==> src/rtl/warp_issue_seq.sv <==
// ---------------------------------------------------------------------------
// warp_issue_seq
//
// Buffers decoded warp instructions (each with a full-warp active-thread
// mask) in a small FIFO and issues them to the dispatch stage one lane
// group per cycle. Groups with no active threads are skipped. Idle cycles
// present a NOP with an all-zero thread mask so downstream quiesces.
//
// Ports:
//   clk, rst          clock (rising edge), synchronous active-high reset
//   inst_valid_i      upstream instruction valid
//   inst_ready_o      buffer can accept (from registered count only)
//   inst_i            instruction word
//   warp_id_i         warp ID
//   warp_mask_i       active-thread mask of the warp
//   stall_i           downstream stall: hold sequencer, present idle
//   Inst_o            instruction to dispatch (NOP when idle)
//   WarpID_o          warp ID to dispatch
//   thread_mask_o     active lanes of the issued group
//   group_o           index of the issued lane group
//   issue_valid_o     an issue is present this cycle
//   last_o            final group of the current instruction
//   busy_o            FIFO non-empty or sequencing in progress
// ---------------------------------------------------------------------------
module warp_issue_seq #(
    parameter int LANES        = 4,
    parameter int WARP_THREADS = 16,
    parameter int FIFO_DEPTH   = 4,
    parameter int INST_W       = 32,
    parameter int WID_W        = 6,
    localparam int GROUPS      = WARP_THREADS / LANES,
    localparam int GROUP_W     = (GROUPS > 1) ? $clog2(GROUPS) : 1
) (
    input  logic                    clk,
    input  logic                    rst,
    input  logic                    inst_valid_i,
    output logic                    inst_ready_o,
    input  logic [INST_W-1:0]       inst_i,
    input  logic [WID_W-1:0]        warp_id_i,
    input  logic [WARP_THREADS-1:0] warp_mask_i,
    input  logic                    stall_i,
    output logic [INST_W-1:0]       Inst_o,
    output logic [WID_W-1:0]        WarpID_o,
    output logic [LANES-1:0]        thread_mask_o,
    output logic [GROUP_W-1:0]      group_o,
    output logic                    issue_valid_o,
    output logic                    last_o,
    output logic                    busy_o
);

    localparam int PTR_W = (FIFO_DEPTH > 1) ? $clog2(FIFO_DEPTH) : 1;
    localparam int CNT_W = $clog2(FIFO_DEPTH + 1);
    localparam logic [INST_W-1:0] NOP_INST = INST_W'(32'h0000_0013);

    typedef enum logic {
        ST_IDLE  = 1'b0,
        ST_ISSUE = 1'b1
    } state_t;

    // ------------------------------------------------------------------
    // Registers
    // ------------------------------------------------------------------
    state_t                  state_q, state_d;
    logic [WARP_THREADS-1:0] rem_q, rem_d;
    logic [CNT_W-1:0]        count_q, count_d;
    logic [PTR_W-1:0]        wr_ptr_q, wr_ptr_d;
    logic [PTR_W-1:0]        rd_ptr_q, rd_ptr_d;

    logic [INST_W-1:0]       inst_q, inst_d;
    logic [WID_W-1:0]        wid_q, wid_d;
    logic [LANES-1:0]        tmask_q, tmask_d;
    logic [GROUP_W-1:0]      group_q, group_d;
    logic                    valid_q, valid_d;
    logic                    last_q, last_d;
    logic                    busy_q, busy_d;

    // Instruction buffer storage
    logic [INST_W-1:0]       inst_mem [FIFO_DEPTH];
    logic [WID_W-1:0]        wid_mem  [FIFO_DEPTH];
    logic [WARP_THREADS-1:0] mask_mem [FIFO_DEPTH];

    // ------------------------------------------------------------------
    // Push side
    // ------------------------------------------------------------------
    logic push_fire;
    logic push_store;
    logic pop;

    assign inst_ready_o = (count_q < CNT_W'(FIFO_DEPTH));
    assign push_fire    = inst_valid_i & inst_ready_o;
    // An all-zero mask completes the handshake but has nothing to issue.
    assign push_store   = push_fire & (|warp_mask_i);

    always_ff @(posedge clk) begin
        if (push_store) begin
            inst_mem[wr_ptr_q] <= inst_i;
            wid_mem[wr_ptr_q]  <= warp_id_i;
            mask_mem[wr_ptr_q] <= warp_mask_i;
        end
    end

    // ------------------------------------------------------------------
    // Working mask and group selection
    // ------------------------------------------------------------------
    logic [INST_W-1:0]       head_inst;
    logic [WID_W-1:0]        head_wid;
    logic [WARP_THREADS-1:0] head_mask;
    logic [WARP_THREADS-1:0] working;
    logic [WARP_THREADS-1:0] remainder;
    logic [GROUPS-1:0]       grp_nz;
    logic [LANES-1:0]        grp_lanes [GROUPS];
    logic [GROUP_W-1:0]      sel_g;

    // The entry being sequenced stays at the FIFO head until its last
    // group issues, so the head always supplies Inst/WarpID.
    assign head_inst = inst_mem[rd_ptr_q];
    assign head_wid  = wid_mem[rd_ptr_q];
    assign head_mask = mask_mem[rd_ptr_q];

    always_comb begin
        working = '0;
        if (state_q == ST_ISSUE) begin
            working = rem_q;
        end else if (count_q != '0) begin
            working = head_mask;
        end
    end

    generate
        for (genvar gi = 0; gi < GROUPS; gi++) begin : g_groups
            assign grp_lanes[gi] = working[gi*LANES +: LANES];
            assign grp_nz[gi]    = |working[gi*LANES +: LANES];
        end
    endgenerate

    // Lowest non-empty group wins: scan downward so the last hit is lowest.
    always_comb begin
        sel_g = '0;
        for (int i = GROUPS - 1; i >= 0; i--) begin
            if (grp_nz[i]) begin
                sel_g = GROUP_W'(i);
            end
        end
    end

    always_comb begin
        remainder = working;
        for (int i = 0; i < GROUPS; i++) begin
            if (GROUP_W'(i) == sel_g) begin
                remainder[i*LANES +: LANES] = '0;
            end
        end
    end

    // ------------------------------------------------------------------
    // Next-state / output logic
    // ------------------------------------------------------------------
    always_comb begin
        state_d  = state_q;
        rem_d    = rem_q;
        pop      = 1'b0;
        inst_d   = NOP_INST;
        wid_d    = '0;
        tmask_d  = '0;
        group_d  = '0;
        valid_d  = 1'b0;
        last_d   = 1'b0;

        // A stall freezes the sequencer; outputs fall back to idle.
        if (!stall_i && (working != '0)) begin
            inst_d  = head_inst;
            wid_d   = head_wid;
            tmask_d = grp_lanes[sel_g];
            group_d = sel_g;
            valid_d = 1'b1;
            if (remainder == '0) begin
                last_d  = 1'b1;
                pop     = 1'b1;
                state_d = ST_IDLE;
                rem_d   = '0;
            end else begin
                state_d = ST_ISSUE;
                rem_d   = remainder;
            end
        end

        count_d  = count_q + CNT_W'(push_store) - CNT_W'(pop);
        wr_ptr_d = push_store ? (wr_ptr_q + PTR_W'(1)) : wr_ptr_q;
        rd_ptr_d = pop ? (rd_ptr_q + PTR_W'(1)) : rd_ptr_q;
        busy_d   = (count_d != '0) | (state_d == ST_ISSUE);
    end

    always_ff @(posedge clk) begin
        if (rst) begin
            state_q  <= ST_IDLE;
            rem_q    <= '0;
            count_q  <= '0;
            wr_ptr_q <= '0;
            rd_ptr_q <= '0;
            inst_q   <= NOP_INST;
            wid_q    <= '0;
            tmask_q  <= '0;
            group_q  <= '0;
            valid_q  <= 1'b0;
            last_q   <= 1'b0;
            busy_q   <= 1'b0;
        end else begin
            state_q  <= state_d;
            rem_q    <= rem_d;
            count_q  <= count_d;
            wr_ptr_q <= wr_ptr_d;
            rd_ptr_q <= rd_ptr_d;
            inst_q   <= inst_d;
            wid_q    <= wid_d;
            tmask_q  <= tmask_d;
            group_q  <= group_d;
            valid_q  <= valid_d;
            last_q   <= last_d;
            busy_q   <= busy_d;
        end
    end

    assign Inst_o        = inst_q;
    assign WarpID_o      = wid_q;
    assign thread_mask_o = tmask_q;
    assign group_o       = group_q;
    assign issue_valid_o = valid_q;
    assign last_o        = last_q;
    assign busy_o        = busy_q;

endmodule

==> config.mk <==
export PLATFORM = sky130hd
export DESIGN_NAME = warp_issue_seq
export DESIGN_NICKNAME = d
export VERILOG_FILES = /design/src/rtl/warp_issue_seq.sv
export SDC_FILE = /design/constraint.sdc
export NUM_CORES = 1
export LEC_CHECK = 0
export BUFFER_PORTS_ARGS = -buffer_cell sky130_fd_sc_hd__buf_2
export CAP_MARGIN = 20
export CORE_MARGIN = 2
export CORE_UTILIZATION = 35
export CTS_CLUSTER_DIAMETER = 80
export DETAILED_ROUTE_END_ITERATION = 12
export GPL_TIMING_DRIVEN = 0
export SETUP_SLACK_MARGIN = 0.02
export SLEW_MARGIN = 20
export SYNTH_ARGS = -nofsm -noshare
export SYNTH_HDL_FRONTEND = slang
export SYNTH_SLANG_ARGS = --single-unit
==> constraint.sdc <==
create_clock -name clk -period 3.79 [get_ports clk]
set_input_delay 0.379 -clock clk [delete_from_list [all_inputs] [get_ports clk]]
set_output_delay 0.379 -clock clk [all_outputs]
set_load 0.01 [all_outputs]
==> results.txt, run 1 <==
status -> completed
crit share post-route -> 95.1%
area grow syn2layout -> 22.4%
register area share after synthesis -> 74.7%
GR Util met2 -> 22.0%
synth top area cells -> edfxtp_1 (61%), dfxtp_1 (14%), mux4_2 (9.7%)
Final Hold Vio Count -> 0
Die Footprint -> 31800 um^2
fillers -> 2618
Peak VDD IR -> 0.357 mV
DIE HEIGHT -> 178 um
Final Slew Violations -> 0
# setup viols final -> 0
minimum clock period -> 3600 ps
area leader, netlist -> edfxtp_1
hold slack -> 38.6 ps
Yosys top cell area share -> 61.0%
synthesis-stage register bit count -> 289
post-DR vias/cell -> 4.79
Synth Flop Type -> edfxtp_1
total grt overflow -> 0
initial DRC count -> 286
Gate Count Post-Synth -> 553
final cell count without fillers -> 1124
Synth cell types -> 52
Crit Path Class -> reg2reg
die width -> 178 um
Levels on crit path -> 15
CTS tree -> done
commonest cells after routing, fill and taps aside -> edfxtp_1 (216), buf_2 (108), dfxtp_1 (72), mux4_2 (52), and2_1 (39)
final net count -> 771
Worst EP required -> 4220 ps
commonest non-fill, non-tap cell in the layout -> edfxtp_1
I/O pin cnt -> 106
Syn Nets -> 618
R2R cell count -> 15
largest net degree at the start of global routing -> 37
global placement routability congestion -> 0.789
Setup Skew -> 21.2 ps
Core Util, Final -> 43.7%
critical path fanouts, max -> 8
Num Clock Sinks -> 289
f_max -> 278 MHz
initial antenna violation count -> 3
Mapped Area -> 10600 um^2
YS warnings -> 0
dpl cells -> 1052
core area -> 29800 um^2
wire per inst -> 18.9 um
Static Leak -> 4.52 nW
met1 usage -> 18.0%
total CTS buffers -> 31
layout cells sized above 1 -> 36.3%
Tot Pwr -> 9.80 mW
syn avg cell area -> 19.2 um^2
Crit-path slowest cell -> mux4_2
FF/Latch Area -> 7950 um^2
clk root buf -> clkbuf_16
clock buffer depth -> 3
delay-heaviest family, CP -> adder cells
vias -> 5379
Least-Margin Pin Slew -> 904 ps
Data arrival, critical path -> 4030 ps
vias in the first global route -> 5604
Worst Hold Depth -> 1
crit start category -> register
pwr/cell area -> 753 nW/um^2
# hold bufs at CTS -> 0
CP bufs+invs -> 3
clk_lat worst skew -> 560 ps
Hold Crit Class -> in2reg
DP HPWL -> 13300 um
Max Cap Viol -> 0
Routed WL -> 21300 um
M3 GR Usage -> 3.37%
crit-path max cell delay -> 550 ps
global-route wire length before repair -> 32300 um
setup TNS -> 0 ps
Rows -> 63
Post-route DRC -> 0
htree depth -> 1
1st-pass router iterations -> 4
starting density of the core -> 35.7%
CP Capture Type -> register
IO Port Bufs -> 105
crit-path cells -> buf_12 > buf_12 > mux4_2 > nor4_4 > o21ai_4 > xor2_2 > a211oi_2 > nor2_1 > ha_1 > inv_1 > ha_2 > fa_2 > xnor2_2 > xnor2_2 > a31oi_1
Post-synth EDFFs -> 216
Multi-input gate area -> 2570 um^2
total track usage -> 13.4%
Max-slew headroom -> 39.7%
CTS clock-pin slew for the worst setup and hold paths -> 60 ps
Post-synth ARST share -> 0%
GRT Max-Usage Layer -> met2
Final ANT Viol Nets -> 0
RSZ-0062 raised after global routing -> yes
[Yosys cell counts, types with 2 or more instances]
cell type  count
a211o_1        2
a21o_1         4
a21oi_1       11
a221oi_1       4
a22oi_1       12
and2_1        43
buf_2          5
buf_6          4
clkbuf_1      11
clkbuf_2       2
clkbuf_8       2
dfxtp_1       73
edfxtp_1     216
ha_1           6
inv_1          7
mux2i_1        2
mux4_1         8
mux4_2        46
nand2_1        8
nand2b_1       5
nor2_1        15
nor2_2         3
nor2b_1        3
nor3_1         3
nor4_1         5
nor4_2         4
o21a_1         2
o21ai_0        6
o21ai_2        4
o21bai_1       2
o2bb2ai_1      8
o41ai_1        4
or3_1          2
xnor2_1        3
[repair_timing]
action,4_1_cts,5_1_grt
setup buffers,4,6
hold endpoints to repair,0,0
gates resized for setup,8,20
setup endpoints to repair,2,2
pin swaps,3,11
gates cloned,0,1
[worst paths after layout]
kind,start,endpoint,slack [ps]
setup reg to reg,register,busy_o,190
hold / removal,warp_id_i[0],wid_mem[1][0],40
hold reg to reg,rem_q[4],rem_q[4],490
setup / recovery,register,busy_o,190
[where the power goes]
group | total (mW) | switching, mW | internal [mW]
clock network | 3.09 | 1.21 | 1.88
registers | 3.95 | 0.125 | 3.82
logic | 2.77 | 1.48 | 1.28
[layout make-up]
cell class | count | area share, %
multi-input combinational | 230 | 19.7
buffer | 26 | 1.49
clock buffer | 40 | 6.37
timing repair buffer | 120 | 5.59
clock inverter | 18 | 1.76
sequential | 289 | 61.0
inverter | 8 | 0.231
antenna | 3 | 0.0576
tap | 390 | 3.75
[registers in the layout (all words and copies together) (netlist names), named ones only]
| name | count |
|---|---|
| Inst_o | 32 |
| WarpID_o | 6 |
| busy_o | 1 |
| count_q | 3 |
| group_o | 2 |
| inst_mem | 128 |
| issue_valid_o | 1 |
| last_o | 1 |
| mask_mem | 64 |
| rd_ptr_q | 2 |
| rem_q | 16 |
| state_q | 1 |
| thread_mask_o | 4 |
| wid_mem | 24 |
| wr_ptr_q | 2 |
[metal layers]
layer	routed length [um]	up-vias	share of wire, %
met5	11	-	0.052
met4	349	2	1.6
met3	1090	34	5.1
met2	10200	116	48
met1	9700	2714	46
li1	-	2513	-
[cells by family (layout without fill, tap and decap cells)]
kind of cell	after synthesis	in the layout	synth area share (%)
AND/OR/NAND/NOR	99	99	5.81
multiplexers	56	56	11.9
buffers and inverters	34	212	1.86
AO/OA/AOI/OAI	64	64	4.52
XOR/XNOR	4	4	0.329
flip-flops	289	289	74.7
other	0	3	0
adder cells (fa/ha/maj)	7	7	0.894
[stage by stage]
stage,setup slack [ps],cell area (um^2)
2_1_floorplan,275,10600
3_3_place_gp,-440,11700
3_5_place_dp,-173,11800
4_1_cts,54.2,12900
5_1_grt,-0.406,13000
6_report,187,13000
(Power assumes the default switching activity.)
==> run 2: changes to the inputs <==
- CORE_UTILIZATION: 35 -> 53
- MAX_ROUTING_LAYER: unset -> met4
- PLACE_DENSITY: unset -> 0.76
==> results.txt, run 2 (synthesized netlist as in run 1, its figures left out) <==
vias in the first global route -> 5926
htree depth -> 1
CP Capture Type -> register
minimum clock period -> 3670 ps
setup TNS -> 0 ps
Num Clock Sinks -> 289
clk_lat worst skew -> 530 ps
I/O pin cnt -> 106
status -> completed
Setup Skew -> 15.1 ps
Worst EP required -> 4190 ps
commonest non-fill, non-tap cell in the layout -> edfxtp_1
Die Footprint -> 21200 um^2
Max Cap Viol -> 0
total track usage -> 19.8%
largest net degree at the start of global routing -> 33
die width -> 146 um
area grow syn2layout -> 19.9%
IO Port Bufs -> 105
Final Hold Vio Count -> 0
total CTS buffers -> 28
layout cells sized above 1 -> 35.8%
post-DR vias/cell -> 5.56
Crit-path slowest cell -> mux4_2
r2r setup slk -> 120 ps
DIE HEIGHT -> 146 um
max reg flops -> 128
1st-pass router iterations -> 5
Static Leak -> 4.49 nW
Final Slew Violations -> 0
Data arrival, critical path -> 4070 ps
Max-slew headroom -> 41.2%
dpl cells -> 927
final net count -> 772
wire per inst -> 20.5 um
total grt overflow -> 0
Rows -> 51
f_max -> 273 MHz
fillers -> 1339
CTS tree -> done
final cell count without fillers -> 998
vias -> 5551
Post-route DRC -> 0
Least-Margin Pin Slew -> 881 ps
initial antenna violation count -> 3
CTS clock-pin slew for the worst setup and hold paths -> 60 ps
core area -> 19600 um^2
# setup viols final -> 0
Peak VDD IR -> 0.491 mV
RSZ-0062 raised after global routing -> yes
clk root buf -> clkbuf_16
starting density of the core -> 54.3%
pwr/cell area -> 755 nW/um^2
DP HPWL -> 12800 um
hold slack -> 64.0 ps
global placement routability congestion -> 0.862
Largest Register -> inst_mem
crit start category -> register
commonest cells after routing, fill and taps aside -> edfxtp_1 (216), buf_2 (108), dfxtp_1 (72), mux4_2 (50), and2_1 (39)
initial DRC count -> 383
clock buffer depth -> 3
Hold Crit Class -> in2reg
global-route wire length before repair -> 32100 um
crit share post-route -> 96.8%
critical path fanouts, max -> 8
crit-path cells -> buf_8 > buf_12 > mux4_2 > nor4_4 > o21ai_4 > nor4b_4 > a211oi_2 > nor2_1 > ha_1 > inv_1 > ha_1 > fa_2 > xnor2_1 > xnor2_1 > a31oi_1
Tot Pwr -> 9.64 mW
Routed WL -> 20500 um
# hold bufs at CTS -> 0
Crit Path Class -> reg2reg
Final ANT Viol Nets -> 0
crit-path max cell delay -> 550 ps
[run 2: timing repair]
item | CTS | global route
buffers inserted | 3 | 11
endpoints found under the setup margin | 3 | 2
pin swaps | 3 | 10
gates resized for setup | 6 | 16
cloned | 0 | 1
[run 2: area by class of cell]
| class | count | area, um^2 | area share [%] |
|---|---|---|---|
| Buffer | 26 | 189 | 1.48 |
| Inverter | 8 | 30.0 | 0.235 |
| Multi-Input combinational cell | 230 | 2540 | 19.9 |
| Clock buffer | 38 | 800 | 6.26 |
| Timing Repair Buffer | 124 | 739 | 5.79 |
| Clock inverter | 14 | 171 | 1.34 |
| Antenna cell | 4 | 10.0 | 0.0784 |
| Sequential cell | 289 | 7950 | 62.3 |
| Tap cell | 265 | 332 | 2.60 |
[run 2: final timing paths]
path                                      end         start  cells after the start
worst max-delay path                   busy_o      register                     15
worst min-delay path            wid_mem[1][5]  warp_id_i[5]                      1
worst max register to register         busy_o      register                     15
worst min register to register      rem_q[13]     rem_q[13]                      1
[run 2: power breakdown]
group	internal [mW]	switching, mW	leakage (nW)
Clock	1.75	1.12	0.484
Combinational	1.31	1.50	1.43
Sequential	3.82	0.135	2.57
[run 2: critical path, delay by kind of cell (launching register included)]
kind | cells | cell delay (ps)
mux | 1 | 550
flops | 1 | 360
simple gates | 3 | 590
xor+xnor | 2 | 360
buf+inv | 3 | 330
compound gates | 3 | 540
fa+ha+maj | 3 | 810
[run 2: through the flow]
stage | util, % | worst slack [ps] | area [um^2]
after floorplan | - | 275 | 10600
after global placement | 58.7 | -169 | 11500
after detailed placement | 59.1 | -264 | 11600
after CTS | 64.4 | 20.7 | 12600
after global routing | 65.1 | -25.0 | 12800
final | 65.1 | 121 | 12800
[run 2: layer usage]
layer / routed length, um / GRT usage, %
met4: 461 / 5.93
met5: 0 / -
met2: 10300 / 32.6
met3: 1300 / 4.20
met1: 8420 / 25.1
==> run 3: changes to the inputs <==
- ABC_CLOCK_PERIOD_IN_PS: unset -> 3790
- BUFFER_PORTS_ARGS: -buffer_cell sky130_fd_sc_hd__buf_2 -> -buffer_cell sky130_fd_sc_hd__buf_4
- CORE_UTILIZATION: 53 -> 50
- PLACE_DENSITY: 0.76 -> 0.72
==> results.txt, run 3 (synthesized netlist as in run 1, its figures left out) <==
Die Footprint -> 22500 um^2
CTS tree -> done
Final Hold Vio Count -> 0
total grt overflow -> 0
Rows -> 53
final net count -> 782
final instance area -> 13200 um^2
Max-slew headroom -> 43.8%
r2r setup slk -> 70 ps
crit start category -> register
Max Used Layer -> met4
commonest non-fill, non-tap cell in the layout -> edfxtp_1
Core Util, Final -> 62.8%
wire per inst -> 20.2 um
DP HPWL -> 12900 um
Max Cap Viol -> 0
initial DRC count -> 355
global placement routability congestion -> 0.821
htree depth -> 1
Hold Crit Class -> in2reg
largest net degree at the start of global routing -> 30
DIE HEIGHT -> 150 um
commonest cells after routing, fill and taps aside -> edfxtp_1 (216), buf_4 (127), dfxtp_1 (72), mux4_2 (51), and2_1 (39)
# hold bufs at CTS -> 0
DP Worst Slack -> -272 ps
Worst EP required -> 4230 ps
DP Area -> 11900 um^2
# setup viols final -> 0
area grow syn2layout -> 23.7%
Metal-1 WL -> 8320 um
vias -> 5536
pwr/cell area -> 753 nW/um^2
CP Capture Type -> register
Met3 Routed Length -> 1270 um
f_max -> 269 MHz
clk root buf -> clkbuf_16
initial antenna violation count -> 0
Setup Skew -> 12.9 ps
layout cells sized above 1 -> 37.3%
Peak VDD IR -> 0.544 mV
Static Leak -> 4.62 nW
Data arrival, critical path -> 4160 ps
Least-Margin Pin Slew -> 844 ps
Final ANT Viol Nets -> 0
Routed WL -> 20500 um
setup TNS -> 0 ps
clock buffer depth -> 3
R2R cell count -> 15
CTS clock-pin slew for the worst setup and hold paths -> 60 ps
Worst Hold Depth -> 1
total CTS buffers -> 30
hold path startpoint -> warp_id_i[5]
Post-route DRC -> 0
Final Slew Violations -> 0
starting density of the core -> 50.8%
critical path fanouts, max -> 8
crit share post-route -> 98.0%
WL met2 -> 10400 um
max reg flops -> 128
Num Clock Sinks -> 289
core area -> 21000 um^2
diode count -> 0
worst r2r dst -> busy_o
post-DR vias/cell -> 5.46
setup ws final -> 75.0 ps
clk_lat worst skew -> 540 ps
RSZ-0062 raised after global routing -> yes
Largest Register -> inst_mem
IO Port Bufs -> 105
1st-pass router iterations -> 5
global-route wire length before repair -> 31600 um
minimum clock period -> 3720 ps
total track usage -> 19.1%
Crit Path Class -> reg2reg
vias in the first global route -> 5871
status -> completed
I/O pin cnt -> 106
die width -> 150 um
worst hold endpoint -> wid_mem[2][5]
run 3: cell count changes in the layout (fill, tap and decap cells not counted), moves of 2 or more:
cell     delta
buf_4     +112
buf_2     -105
diode_2     -4
xnor2_1     -2
xnor2_2     +2
run 3: what timing repair did:
item / in CTS / in global routing
resized for setup: 18 / 11
pin swaps: 9 / 13
setup endpoints to repair: 2 / 2
gates cloned: 1 / 0
setup buffers: 13 / 9
run 3: worst max-delay path by stage:
stage / from / end / slack (ps) / depth (start not counted)
finish: register / busy_o / 70 / 15
global route: register / busy_o / -60 / 15
CTS: register / busy_o / 40 / 15
detailed placement: register / busy_o / -270 / 15
global placement: register / busy_o / -230 / 15
floorplan: register / busy_o / 280 / 15
run 3: area by class of cell:
class	count	area (um^2)
multi-input cells	230	2570
clock inverters	13	171
well taps	275	344
clock buffers	40	840
repair buffers	132	1070
inverters	8	30.0
fillers	1534	7790
flip-flops and latches	289	7950
plain buffers	26	189
run 3: power breakdown:
group	switching [mW]	internal (mW)
clock network	1.13	1.82
registers	0.139	3.82
logic	1.52	1.48
run 3: per-stage QoR:
stage / instances / power (mW) / hold slack (ps)
CTS: 1004 / 9.78 / 18.7
finish: 1013 / 9.92 / 37.9
detailed placement: 937 / 6.54 / 478
global placement: 933 / 6.48 / 467
floorplan: 553 / 5.76 / 450
global route: 1013 / 10.4 / 19.3
run 3: routing by layer:
layer  vias to the layer above  GRT usage, %
met5                         -             -
met4                         0          5.85
met3                        40          4.02
met2                       172          32.1
met1                      2807          23.5
li1                       2517             -
run 3: critical path, stage by stage, from the launching register on:
cell      delay [ps]
dfxtp_2          330
buf_8            150
buf_16           130
mux4_2           540
nor4_4           350
o21ai_4          110
xor2_1           190
a211oi_2         290
nor2_1            90
ha_1             280
inv_1             40
ha_2             170
fa_2             380
xnor2_2          160
xnor2_2          150
a31oi_2          240
